$ cat config.mk
export PLATFORM = sky130hd
export DESIGN_NAME = ram_master
export DESIGN_NICKNAME = d
export VERILOG_FILES = /design/src/rtl/ram_master.sv
export SDC_FILE = /design/constraint.sdc
export NUM_CORES = 1
export LEC_CHECK = 0
export CORE_ASPECT_RATIO = 2
export CORE_MARGIN = 2
export CORE_UTILIZATION = 35
export DETAILED_ROUTE_END_ITERATION = 8
export PLACE_DENSITY = 0.71
export SLEW_MARGIN = 20
export SYNTH_ARGS = -nofsm -noshare
export SYNTH_HDL_FRONTEND = slang
export SYNTH_SLANG_ARGS = --single-unit
$ cat constraint.sdc
create_clock -name clk -period 2.1 [get_ports clk]
set_input_delay 0.315 -clock clk [delete_from_list [all_inputs] [get_ports clk]]
set_output_delay 0.315 -clock clk [all_outputs]
set_load 0.02 [all_outputs]
$ cat src/rtl/ram_master.sv
// ram_master: burst master for a single-port RAM with combinational read data.
// Write bursts fill consecutive addresses with one word using a
// SETUP / STROBE / HOLD sequence so address and data are stable one cycle
// either side of the write strobe. Read bursts capture one word per
// SETUP / RCAP pair. The address pointer wraps modulo 256.
// Optional feature: define RAM_MASTER_RDBACK_EN to add a VCHK state after each
// written word. VCHK compares the RAM read-back against the fill word and sets a
// sticky err flag on mismatch. Without the macro, err is tied low.
module ram_master (
    input  logic        clk,
    input  logic        rst,
    input  logic        req,
    input  logic        rw,
    input  logic [7:0]  base_addr,
    input  logic [3:0]  len,
    input  logic [15:0] wdata,
    output logic        busy,
    output logic        ack,
    output logic        rvalid,
    output logic [15:0] rdata,
    output logic        err,
    output logic [7:0]  ram_addr,
    output logic [15:0] ram_din,
    output logic        ram_we,
    input  logic [15:0] ram_dout
);

    typedef enum logic [2:0] {
        S_IDLE,
        S_SETUP,
        S_STROBE,
        S_HOLD,
        S_RCAP,
        S_DONE
`ifdef RAM_MASTER_RDBACK_EN
        , S_VCHK
`endif
    } state_t;

    state_t      state_q, state_d;
    logic        rw_q, rw_d;
    logic [15:0] wdata_q, wdata_d;
    logic [3:0]  cnt_q, cnt_d;
    logic [7:0]  ptr_q, ptr_d;

    logic        busy_q, busy_d;
    logic        ack_q, ack_d;
    logic        rvalid_q, rvalid_d;
    logic [15:0] rdata_q, rdata_d;
    logic [7:0]  ram_addr_q, ram_addr_d;
    logic [15:0] ram_din_q, ram_din_d;
    logic        ram_we_q, ram_we_d;

    logic        word_done;

`ifdef RAM_MASTER_RDBACK_EN
    logic        err_q, err_d;
`endif

    // Next-state logic; output registers are loaded from the next state so
    // every output already reflects the state it belongs to.
    always_comb begin
        state_d   = state_q;
        rw_d      = rw_q;
        wdata_d   = wdata_q;
        cnt_d     = cnt_q;
        ptr_d     = ptr_q;
        rdata_d   = rdata_q;
        rvalid_d  = 1'b0;
        word_done = 1'b0;
`ifdef RAM_MASTER_RDBACK_EN
        err_d     = err_q;
`endif

        case (state_q)
            S_IDLE: begin
                if (req) begin
                    rw_d    = rw;
                    wdata_d = wdata;
                    cnt_d   = len;
                    ptr_d   = base_addr;
`ifdef RAM_MASTER_RDBACK_EN
                    err_d   = 1'b0;
`endif
                    state_d = S_SETUP;
                end
            end
            S_SETUP: begin
                if (rw_q) begin
                    state_d = S_STROBE;
                end else begin
                    // Read data is captured on the edge entering RCAP so
                    // that rvalid and the new rdata appear together in RCAP.
                    rdata_d  = ram_dout;
                    rvalid_d = 1'b1;
                    state_d  = S_RCAP;
                end
            end
            S_STROBE: begin
                state_d = S_HOLD;
            end
            S_HOLD: begin
`ifdef RAM_MASTER_RDBACK_EN
                state_d = S_VCHK;
`else
                word_done = 1'b1;
`endif
            end
`ifdef RAM_MASTER_RDBACK_EN
            S_VCHK: begin
                if (ram_dout != wdata_q) begin
                    err_d = 1'b1;
                end
                word_done = 1'b1;
            end
`endif
            S_RCAP: begin
                word_done = 1'b1;
            end
            S_DONE: begin
                state_d = S_IDLE;
            end
            default: begin
                state_d = S_IDLE;
            end
        endcase

        // Shared end-of-word step for HOLD/VCHK and RCAP.
        if (word_done) begin
            if (cnt_q == '0) begin
                state_d = S_DONE;
            end else begin
                cnt_d   = cnt_q - 4'd1;
                ptr_d   = ptr_q + 8'd1;
                state_d = S_SETUP;
            end
        end

        busy_d     = (state_d != S_IDLE);
        ack_d      = (state_d == S_DONE);
        ram_we_d   = (state_d == S_STROBE);
        ram_addr_d = ptr_d;
        ram_din_d  = wdata_d;
    end

    // State and output registers with synchronous reset.
    always_ff @(posedge clk) begin
        if (rst) begin
            state_q    <= S_IDLE;
            rw_q       <= 1'b0;
            wdata_q    <= '0;
            cnt_q      <= '0;
            ptr_q      <= '0;
            busy_q     <= 1'b0;
            ack_q      <= 1'b0;
            rvalid_q   <= 1'b0;
            rdata_q    <= '0;
            ram_addr_q <= '0;
            ram_din_q  <= '0;
            ram_we_q   <= 1'b0;
`ifdef RAM_MASTER_RDBACK_EN
            err_q      <= 1'b0;
`endif
        end else begin
            state_q    <= state_d;
            rw_q       <= rw_d;
            wdata_q    <= wdata_d;
            cnt_q      <= cnt_d;
            ptr_q      <= ptr_d;
            busy_q     <= busy_d;
            ack_q      <= ack_d;
            rvalid_q   <= rvalid_d;
            rdata_q    <= rdata_d;
            ram_addr_q <= ram_addr_d;
            ram_din_q  <= ram_din_d;
            ram_we_q   <= ram_we_d;
`ifdef RAM_MASTER_RDBACK_EN
            err_q      <= err_d;
`endif
        end
    end

    assign busy     = busy_q;
    assign ack      = ack_q;
    assign rvalid   = rvalid_q;
    assign rdata    = rdata_q;
    assign ram_addr = ram_addr_q;
    assign ram_din  = ram_din_q;
    assign ram_we   = ram_we_q;
`ifdef RAM_MASTER_RDBACK_EN
    assign err      = err_q;
`else
    assign err      = 1'b0;
`endif

endmodule
==> results of run 1 <==
[sequential cells by signal, indices dropped and copies added (netlist names), 3 cells and up]
register	cells
cnt_q	4
rdata	16
ram_din	16
state_q	3
ram_addr	8
[area by class of cell]
| class | count | area [um2] |
|---|---|---|
| well taps | 63 | 78.8 |
| inverters | 5 | 18.8 |
| flip-flops and latches | 52 | 1040 |
| clock buffers | 6 | 139 |
| fillers | 562 | 2680 |
| repair buffers | 100 | 986 |
| clock inverters | 2 | 13.8 |
| multi-input cells | 182 | 995 |
[cells in the mapped netlist, types with 2 or more instances]
master	n	area (um2)
sky130_fd_sc_hd__nand2_1	74	278
sky130_fd_sc_hd__dfxtp_1	52	1040
sky130_fd_sc_hd__a21oi_1	39	195
sky130_fd_sc_hd__clkbuf_1	14	52.6
sky130_fd_sc_hd__nand2b_1	7	43.8
sky130_fd_sc_hd__inv_1	5	18.8
sky130_fd_sc_hd__nor2_1	5	18.8
sky130_fd_sc_hd__nand3_1	4	20.0
sky130_fd_sc_hd__nand3b_1	4	30.0
sky130_fd_sc_hd__o22ai_1	4	25.0
sky130_fd_sc_hd__a211oi_1	3	22.5
sky130_fd_sc_hd__a311oi_1	3	26.3
sky130_fd_sc_hd__mux2_2	3	33.8
sky130_fd_sc_hd__mux2i_1	3	30.0
sky130_fd_sc_hd__nor3_1	3	15.0
sky130_fd_sc_hd__a22oi_1	2	15.0
sky130_fd_sc_hd__a32oi_1	2	17.5
sky130_fd_sc_hd__and3_1	2	12.5
sky130_fd_sc_hd__buf_4	2	15.0
sky130_fd_sc_hd__ha_1	2	25.0
sky130_fd_sc_hd__or3_1	2	12.5
[metal layers]
layer	global-route usage	wire length [um]	vias to the layer above
li1	-	-	1047
met1	0.186	2110	980
met2	0.334	3150	77
met3	0.0339	291	8
met4	0.0970	143	0
met5	0	0	-
[per-stage QoR]
step | hold WS [ns] | instances | setup WS (ns)
floorplan | 0.451 | 257 | 0.471
finish | 0.449 | 410 | 0.229
global route | 0.465 | 410 | 0.0737
global placement | 0.441 | 402 | 0.307
CTS | 0.442 | 410 | 0.239
detailed placement | 0.446 | 402 | 0.240
[how the worst min path moves through the flow]
stage / start / end / slack [ns]
4_1_cts: rst / rdata[6] / 0.44
3_5_place_dp: ram_din[4] / ram_din[4] / 0.45
2_1_floorplan: rw / rw_q / 0.45
5_1_grt: rst / rdata[6] / 0.47
6_report: rst / rdata[2] / 0.45
3_3_place_gp: rdata[8] / rdata[8] / 0.44
[kinds of logic after synthesis]
family                   share of synthesized area
AND/OR/NAND/NOR                              0.231
AO/OA/AOI/OAI                                0.183
XOR/XNOR                                   0.00412
adder cells (fa/ha/maj)                     0.0118
multiplexers                                0.0300
buffers and inverters                       0.0483
other                                      0.00177
flip-flops                                   0.490
[critical path, cell delays in order, from the launching register on]
cell and delay, ns:
sky130_fd_sc_hd__dfxtp_1 0.43, sky130_fd_sc_hd__or3b_4 0.44, sky130_fd_sc_hd__a21o_1 0.32, sky130_fd_sc_hd__or4_1 0.51, sky130_fd_sc_hd__o311ai_1 0.08
[where the power goes]
group | internal (mW) | total (mW) | leakage [nW] | switching (mW)
Clock | 0.477 | 0.834 | 0.0772 | 0.357
Combinational | 0.297 | 0.580 | 0.679 | 0.283
Sequential | 1.06 | 1.12 | 0.426 | 0.0566
Total | 1.84 | 2.53 | 1.18 | 0.697
[cells in the final DEF, fill, tap and decap left out, types with 4 or more instances in the layout]
cell type	n
sky130_fd_sc_hd__a21oi_1	39
sky130_fd_sc_hd__buf_4	8
sky130_fd_sc_hd__clkbuf_16	5
sky130_fd_sc_hd__clkdlybuf4s50_1	90
sky130_fd_sc_hd__dfxtp_1	52
sky130_fd_sc_hd__inv_1	5
sky130_fd_sc_hd__nand2_1	74
sky130_fd_sc_hd__nand2b_1	7
sky130_fd_sc_hd__nand3_1	4
sky130_fd_sc_hd__nand3b_1	4
sky130_fd_sc_hd__nor2_1	5
sky130_fd_sc_hd__o22ai_1	4
==> impl_table.tex, run 1 <==
\begin{tabular}{lr}
\hline
Metric & Value \\
\hline
\multicolumn{2}{l}{\textbf{Pwr}} \\
Total power divided by cell area & about 770 mW/mm2 \\
Reported leakage power & around 1.2 nW \\
Worst supply voltage drop on vdd & 499 uV \\
Post-route total power & roughly 2.5 mW \\
\multicolumn{2}{l}{\textbf{Route}} \\
DRC viols & 0 \\
Wire length reported by the detailed router & approximately 5.7 mm \\
Post-route antenna net violation count & 0 \\
Count of TritonRoute iterations in the first routing pass & 4 \\
Number of vias after detailed routing & around 2,100 \\
Average wire length per cell after detail routing & 13.9 um \\
DR vias/cell & just over 5 \\
Violation count after the first detailed-route iteration & 49 \\
\multicolumn{2}{l}{\textbf{Floorplanning}} \\
I/O Pins & 93 \\
Die ar. & $\sim$0.0067 mm2 \\
Width of the chip & approximately 59 um \\
Standard-cell row count & 40 \\
Die boundary height & 114 um \\
Effective utilization at floorplan & 0.357 \\
Core ar. & between 0.005 and 0.006 mm2 \\
\multicolumn{2}{l}{\textbf{Timing}} \\
Final worst-path cycle share & 0.891 \\
Setup repair after global routing missed its margin & false \\
Worst setup skew after layout & 0.00299 ns \\
Setup TNS & 0 ns \\
Max-slew violations & 0 \\
Final number of setup-violating endpoints & 0 \\
Minimum clock period after layout & about 1.9 ns \\
Final hold violation count & 0 \\
Fmax & between 0.5 and 0.6 GHz \\
\multicolumn{2}{l}{\textbf{Logic synthesis}} \\
Synth Register Bits & 52 \\
Distinct cells, synth & 43 \\
Combined area of all synthesized cells & 0.00212 mm2 \\
Number of synthesized flops with an enable pin & 0 \\
Mapped Nets & between 300 and 400 \\
Mean instance size in the synthesized netlist & 8.27 um2 \\
Share of async-settable or async-resettable flops after synthesis & 0 \\
Most instantiated flip-flop cell in the synthesis netlist & sky130\_fd\_sc\_hd\_\_dfxtp\_1 \\
Cell count after synthesis & between 200 and 300 \\
Number of warnings issued by yosys & 0 \\
Share of synthesized area occupied by flip-flops and latches & 0.490 \\
\multicolumn{2}{l}{\textbf{CTS}} \\
Clock-pin slew on the worst setup and hold paths & $\sim$0.070 ns \\
Clock tree from TritonCTS & built \\
H-tree level count & 2 \\
Buffer depth of the longest clock path & 2 \\
Count of buffers added by post-CTS timing repair for setup & 0 \\
Clk Latency, worst-skew pair & 0.29 ns \\
Cell chosen for the clock root & sky130\_fd\_sc\_hd\_\_clkbuf\_16 \\
TritonCTS Sinks & 52 \\
Number of buffers inserted for hold repair after clock tree synthesis & 0 \\
Count of cells resized by post-cts repair & 0 \\
Number of buffers created by CTS & 5 \\
\multicolumn{2}{l}{\textbf{Worst setup path}} \\
Reg2reg start & state\_q[2] \\
Type of the worst setup path & reg -> reg \\
Endpoint class of the critical path & flip-flop \\
Data arrival, critical path & between 2 and 2.5 ns \\
Startpoint of the worst setup timing path & state\_q[2] \\
Data required time of the worst path & 2.29 ns \\
Maximum fanout encountered on the critical timing path & 11 \\
Endpoint of the worst register-to-register path & ram\_addr[7] \\
Worst reg-to-reg path cell count & 4 \\
Worst setup slack for register-to-register paths & between 0.2 and 0.25 ns \\
Crit path launch type & flip-flop \\
Crit path to & ram\_addr[7] \\
\multicolumn{2}{l}{\textbf{Place}} \\
Final weighted congestion in routability-driven placement & slightly above 0.8 \\
Sum of net half-perimeters after detailed placement & about 4.1 mm \\
DP Area & about 0.0031 mm2 \\
Port Buf Inserts & 91 \\
\multicolumn{2}{l}{\textbf{Final layout}} \\
Nets & a little under 400 \\
Ant. Diodes & 0 \\
Finished Core Util & 0.549 \\
Area delta synth->final & 54.0\% \\
Share of cells above drive strength 1 & 0.0778 \\
Non-Filler Cell Area, Final & between 0.003 and 0.004 mm2 \\
\multicolumn{2}{l}{\textbf{Hold path}} \\
Count of cells along the worst hold path & 2 \\
Worst min path class & in -> reg \\
\multicolumn{2}{l}{\textbf{GRT}} \\
Pin count of the biggest net entering global routing & 35 \\
Antenna violations before repair & 0 \\
Global-route total usage across every layer & 0.183 \\
Vias in the first global route & $\sim$2,200 \\
Wire length of the first global-routing pass & roughly 9.6 mm \\
Grt total ovfl & 0 \\
\multicolumn{2}{l}{\textbf{Run status}} \\
Status & complete, no violations \\
\multicolumn{2}{l}{\textbf{Run}} \\
Total of max-cap violations & 0 \\
\hline
\end{tabular}
Note: power is estimated with default switching activity, not from simulation.
==> run 2, diff against run 1 <==
--- a/config.mk
+++ b/config.mk
@@ -7,9 +7,9 @@
 export LEC_CHECK = 0
 export CORE_ASPECT_RATIO = 2
 export CORE_MARGIN = 2
-export CORE_UTILIZATION = 35
+export CORE_UTILIZATION = 42
 export DETAILED_ROUTE_END_ITERATION = 8
-export PLACE_DENSITY = 0.71
+export PLACE_DENSITY = 0.82
 export SLEW_MARGIN = 20
 export SYNTH_ARGS = -nofsm -noshare
 export SYNTH_HDL_FRONTEND = slang
==> constraint.sdc (replaced) <==
create_clock -name clk -period 2.1 [get_ports clk]
set_input_delay 0.42 -clock clk [delete_from_list [all_inputs] [get_ports clk]]
set_output_delay 0.42 -clock clk [all_outputs]
set_load 0.02 [all_outputs]
==> impl_table.tex, run 2 (synthesized netlist as in run 1, its figures left out) <==
\begin{tabular}{lr}
\hline
Metric & Value \\
\hline
\multicolumn{2}{l}{\textbf{Hold path}} \\
Hold wc startpoint & ram\_din[7] \\
Worst min path class & reg -> reg \\
Hold EP & ram\_din[7] \\
Count of cells along the worst hold path & 2 (unchanged) \\
\multicolumn{2}{l}{\textbf{GRT}} \\
Antenna violations before repair & 0 (unchanged) \\
Wire length of the first global-routing pass & 9.03 mm (-5.8\%) \\
Global-route total usage across every layer & 0.205 (+0.0227) \\
Vias in the first global route & 2,037 (-5.4\%) \\
Grt total ovfl & 0 (unchanged) \\
Pin count of the biggest net entering global routing & 35 (unchanged) \\
\multicolumn{2}{l}{\textbf{Final layout}} \\
Non-Filler Cell Area, Final & 0.00325 mm2 (-0.65\%) \\
Share of cells above drive strength 1 & 0.0778 (unchanged) \\
Register area & 0.00104 mm2 (unchanged) \\
Area taken by multi-input logic gates & 995 um2 (unchanged) \\
Most common cell after layout, fill and taps aside & sky130\_fd\_sc\_hd\_\_clkdlybuf4s50\_1 \\
Number of filler instances in the final layout & 411 (-27\%) \\
Nets & 396 (unchanged) \\
Ant. Diodes & 0 (unchanged) \\
Area delta synth->final & 53.0\% \\
Commonest non-fill, non-tap cells in the layout & sky130\_fd\_sc\_hd\_\_clkdlybuf4s50\_1 (90), sky130\_fd\_sc\_hd\_\_nand2\_1 (74), sky130\_fd\_sc\_hd\_\_dfxtp\_1 (52), sky130\_fd\_sc\_hd\_\_a21oi\_1 (39) \\
\multicolumn{2}{l}{\textbf{Worst setup path}} \\
Series of cell instances along the critical path & or3b\_4, a21o\_1, or4\_1, o311ai\_1 \\
Crit path launch type & flip-flop \\
Max stage delay cell, worst path & sky130\_fd\_sc\_hd\_\_or4\_1 \\
Number of cells on the critical path & 4 (unchanged) \\
Worst setup slack for register-to-register paths & 0.23 ns (about the same) \\
Data required time of the worst path & 2.30 ns (about the same) \\
Worst reg-to-reg path cell count & 4 (unchanged) \\
Reg2reg start & state\_q[2] \\
Endpoint class of the critical path & flip-flop \\
Largest stage delay, worst path & 0.51 ns (about the same) \\
Endpoint of the worst register-to-register path & ram\_addr[7] \\
Maximum fanout encountered on the critical timing path & 11 (unchanged) \\
CP top delay family & simple AND/OR/NAND/NOR gates \\
Data arrival, critical path & 2.08 ns (+0.02 ns) \\
Buffering stage count on the worst path with inverters included & 0 (unchanged) \\
Type of the worst setup path & reg -> reg \\
\multicolumn{2}{l}{\textbf{CTS}} \\
Count of cells resized by post-cts repair & 0 (unchanged) \\
Cell chosen for the clock root & sky130\_fd\_sc\_hd\_\_clkbuf\_8 \\
Buffer depth of the longest clock path & 2 (unchanged) \\
Number of buffers inserted for hold repair after clock tree synthesis & 0 (unchanged) \\
Clock tree from TritonCTS & built \\
H-tree level count & 2 (unchanged) \\
Count of buffers added by post-CTS timing repair for setup & 0 (unchanged) \\
Clock-pin slew on the worst setup and hold paths & 0.09 ns (+0.02 ns) \\
Clk Latency, worst-skew pair & 0.29 ns (about the same) \\
TritonCTS Sinks & 52 (unchanged) \\
Number of buffers created by CTS & 5 (unchanged) \\
\multicolumn{2}{l}{\textbf{Timing}} \\
Final number of setup-violating endpoints & 0 (unchanged) \\
Max-slew violations & 0 (unchanged) \\
Slew @ Worst Pin & roughly 0.54 ns \\
Minimum clock period after layout & 1.87 ns (+0.00346 ns) \\
Final worst-path cycle share & 0.893 (+0.00165) \\
Max-slew headroom at the worst pin & 0.642 \\
Final hold violation count & 0 (unchanged) \\
Setup repair after global routing missed its margin & false \\
Setup TNS & 0 ns (unchanged) \\
Fmax & 0.533 GHz (-0.18\%) \\
Worst setup skew after layout & 0.00419 ns (+0.00120 ns) \\
\multicolumn{2}{l}{\textbf{Floorplanning}} \\
Width of the chip & 54.3 um (-8.1\%) \\
Die boundary height & 105 um (-8.4\%) \\
Standard-cell row count & 36 (-10\%) \\
Effective utilization at floorplan & 0.437 (+0.0800) \\
Die ar. & 0.00568 mm2 (-16\%) \\
I/O Pins & 93 (unchanged) \\
Core ar. & 0.00486 mm2 (-18\%) \\
\multicolumn{2}{l}{\textbf{Run}} \\
Total of max-cap violations & 0 (unchanged) \\
\multicolumn{2}{l}{\textbf{Pwr}} \\
Sequential cell fraction of total power & 0.459 (+0.017) \\
P\_sw & 0.653 mW (-6.3\%) \\
Clock network power share & 0.301 (-0.028) \\
Total power divided by cell area & 750 mW/mm2 (-3.1\%) \\
Fraction of power spent switching nets & 0.268 (-0.00723) \\
Worst supply voltage drop on vdd & 555 uV (+11\%) \\
Share of power burned in combinational logic & 0.240 (+0.011) \\
Reported leakage power & 1.17 nW (-0.64\%) \\
Cell-internal power & 1.79 mW (-2.8\%) \\
\multicolumn{2}{l}{\textbf{Route}} \\
DRC viols & 0 (unchanged) \\
DR vias/cell & 5.15 (about the same) \\
Count of TritonRoute iterations in the first routing pass & 4 (unchanged) \\
Post-route antenna net violation count & 0 (unchanged) \\
Number of vias after detailed routing & 2,082 (-1.4\%) \\
Wire length reported by the detailed router & 5.46 mm (-4.0\%) \\
Violation count after the first detailed-route iteration & 40 (-18\%) \\
Average wire length per cell after detail routing & 13.5 um (-2.6\%) \\
\multicolumn{2}{l}{\textbf{Place}} \\
DP Area & 0.00312 mm2 (+0.16\%) \\
Port Buf Inserts & 91 (unchanged) \\
Final weighted congestion in routability-driven placement & 0.718 (-11\%) \\
Sum of net half-perimeters after detailed placement & 3.99 mm (-3.2\%) \\
\multicolumn{2}{l}{\textbf{Run status}} \\
Status & complete, no violations \\
\hline
\end{tabular}
run 2: changes by cell type in the layout (fill, tap and decap cells not counted), sizes merged:
cell    before  now
clkinv       1    0
bufinv       0    1
clkbuf       6    7
inv          6    5
run 2: cell type report:
| class | instances | share of cell area |
|---|---|---|
| Clock buffer | 7 | 0.0296 |
| Clock inverter | 1 | 0.00924 |
| Inverter | 5 | 0.00577 |
| Multi-Input combinational cell | 182 | 0.306 |
| Sequential cell | 52 | 0.320 |
| Tap cell | 57 | 0.0219 |
| Timing Repair Buffer | 100 | 0.307 |
run 2: metal layers:
metal,routed length [um],up-vias,share of wire,GRT usage
met1,2070,947,0.38,0.225
met4,104,0,0.019,0.0714
met5,0,-,0,0
met2,2980,72,0.55,0.361
li1,-,1053,-,-
met3,298,10,0.055,0.0500
run 2: worst max path at each step:
stage	start	slack, ns	endpoint
final	state_q[2]	0.23	ram_addr[7]
after global routing	cnt_q[1]	0.1	ram_addr[2]
after CTS	state_q[2]	0.21	ram_addr[7]
after detailed placement	req	0.23	cnt_q[1]
after global placement	req	0.25	cnt_q[1]
after floorplan	state_q[0]	0.47	ram_addr[6]
run 2: power by group through the flow:
stage	clock [mW]	combinational, mW	sequential (mW)
6_report	0.733	0.586	1.12
3_3_place_gp	0	0.580	1.14
3_5_place_dp	0	0.589	1.14
2_1_floorplan	0	0.230	1.21
5_1_grt	0.796	0.638	1.13
4_1_cts	0.755	0.592	1.12
run 2: tightest hold or removal path: stages (launching register included):
cell	delay, ns
sky130_fd_sc_hd__dfxtp_1	0.32
sky130_fd_sc_hd__nand2_1	0.05
sky130_fd_sc_hd__a21oi_1	0.05
run 2: per-stage QoR:
stage	instances	hold slack, ns	setup WS, ns	utilization	total power [mW]
floorplan	257	0.456	0.471	-	1.44
global placement	396	0.441	0.251	0.642	1.72
detailed placement	396	0.448	0.235	0.642	1.73
CTS	404	0.461	0.211	0.668	2.47
global route	404	0.471	0.0977	0.668	2.56
finish	404	0.457	0.225	0.668	2.44
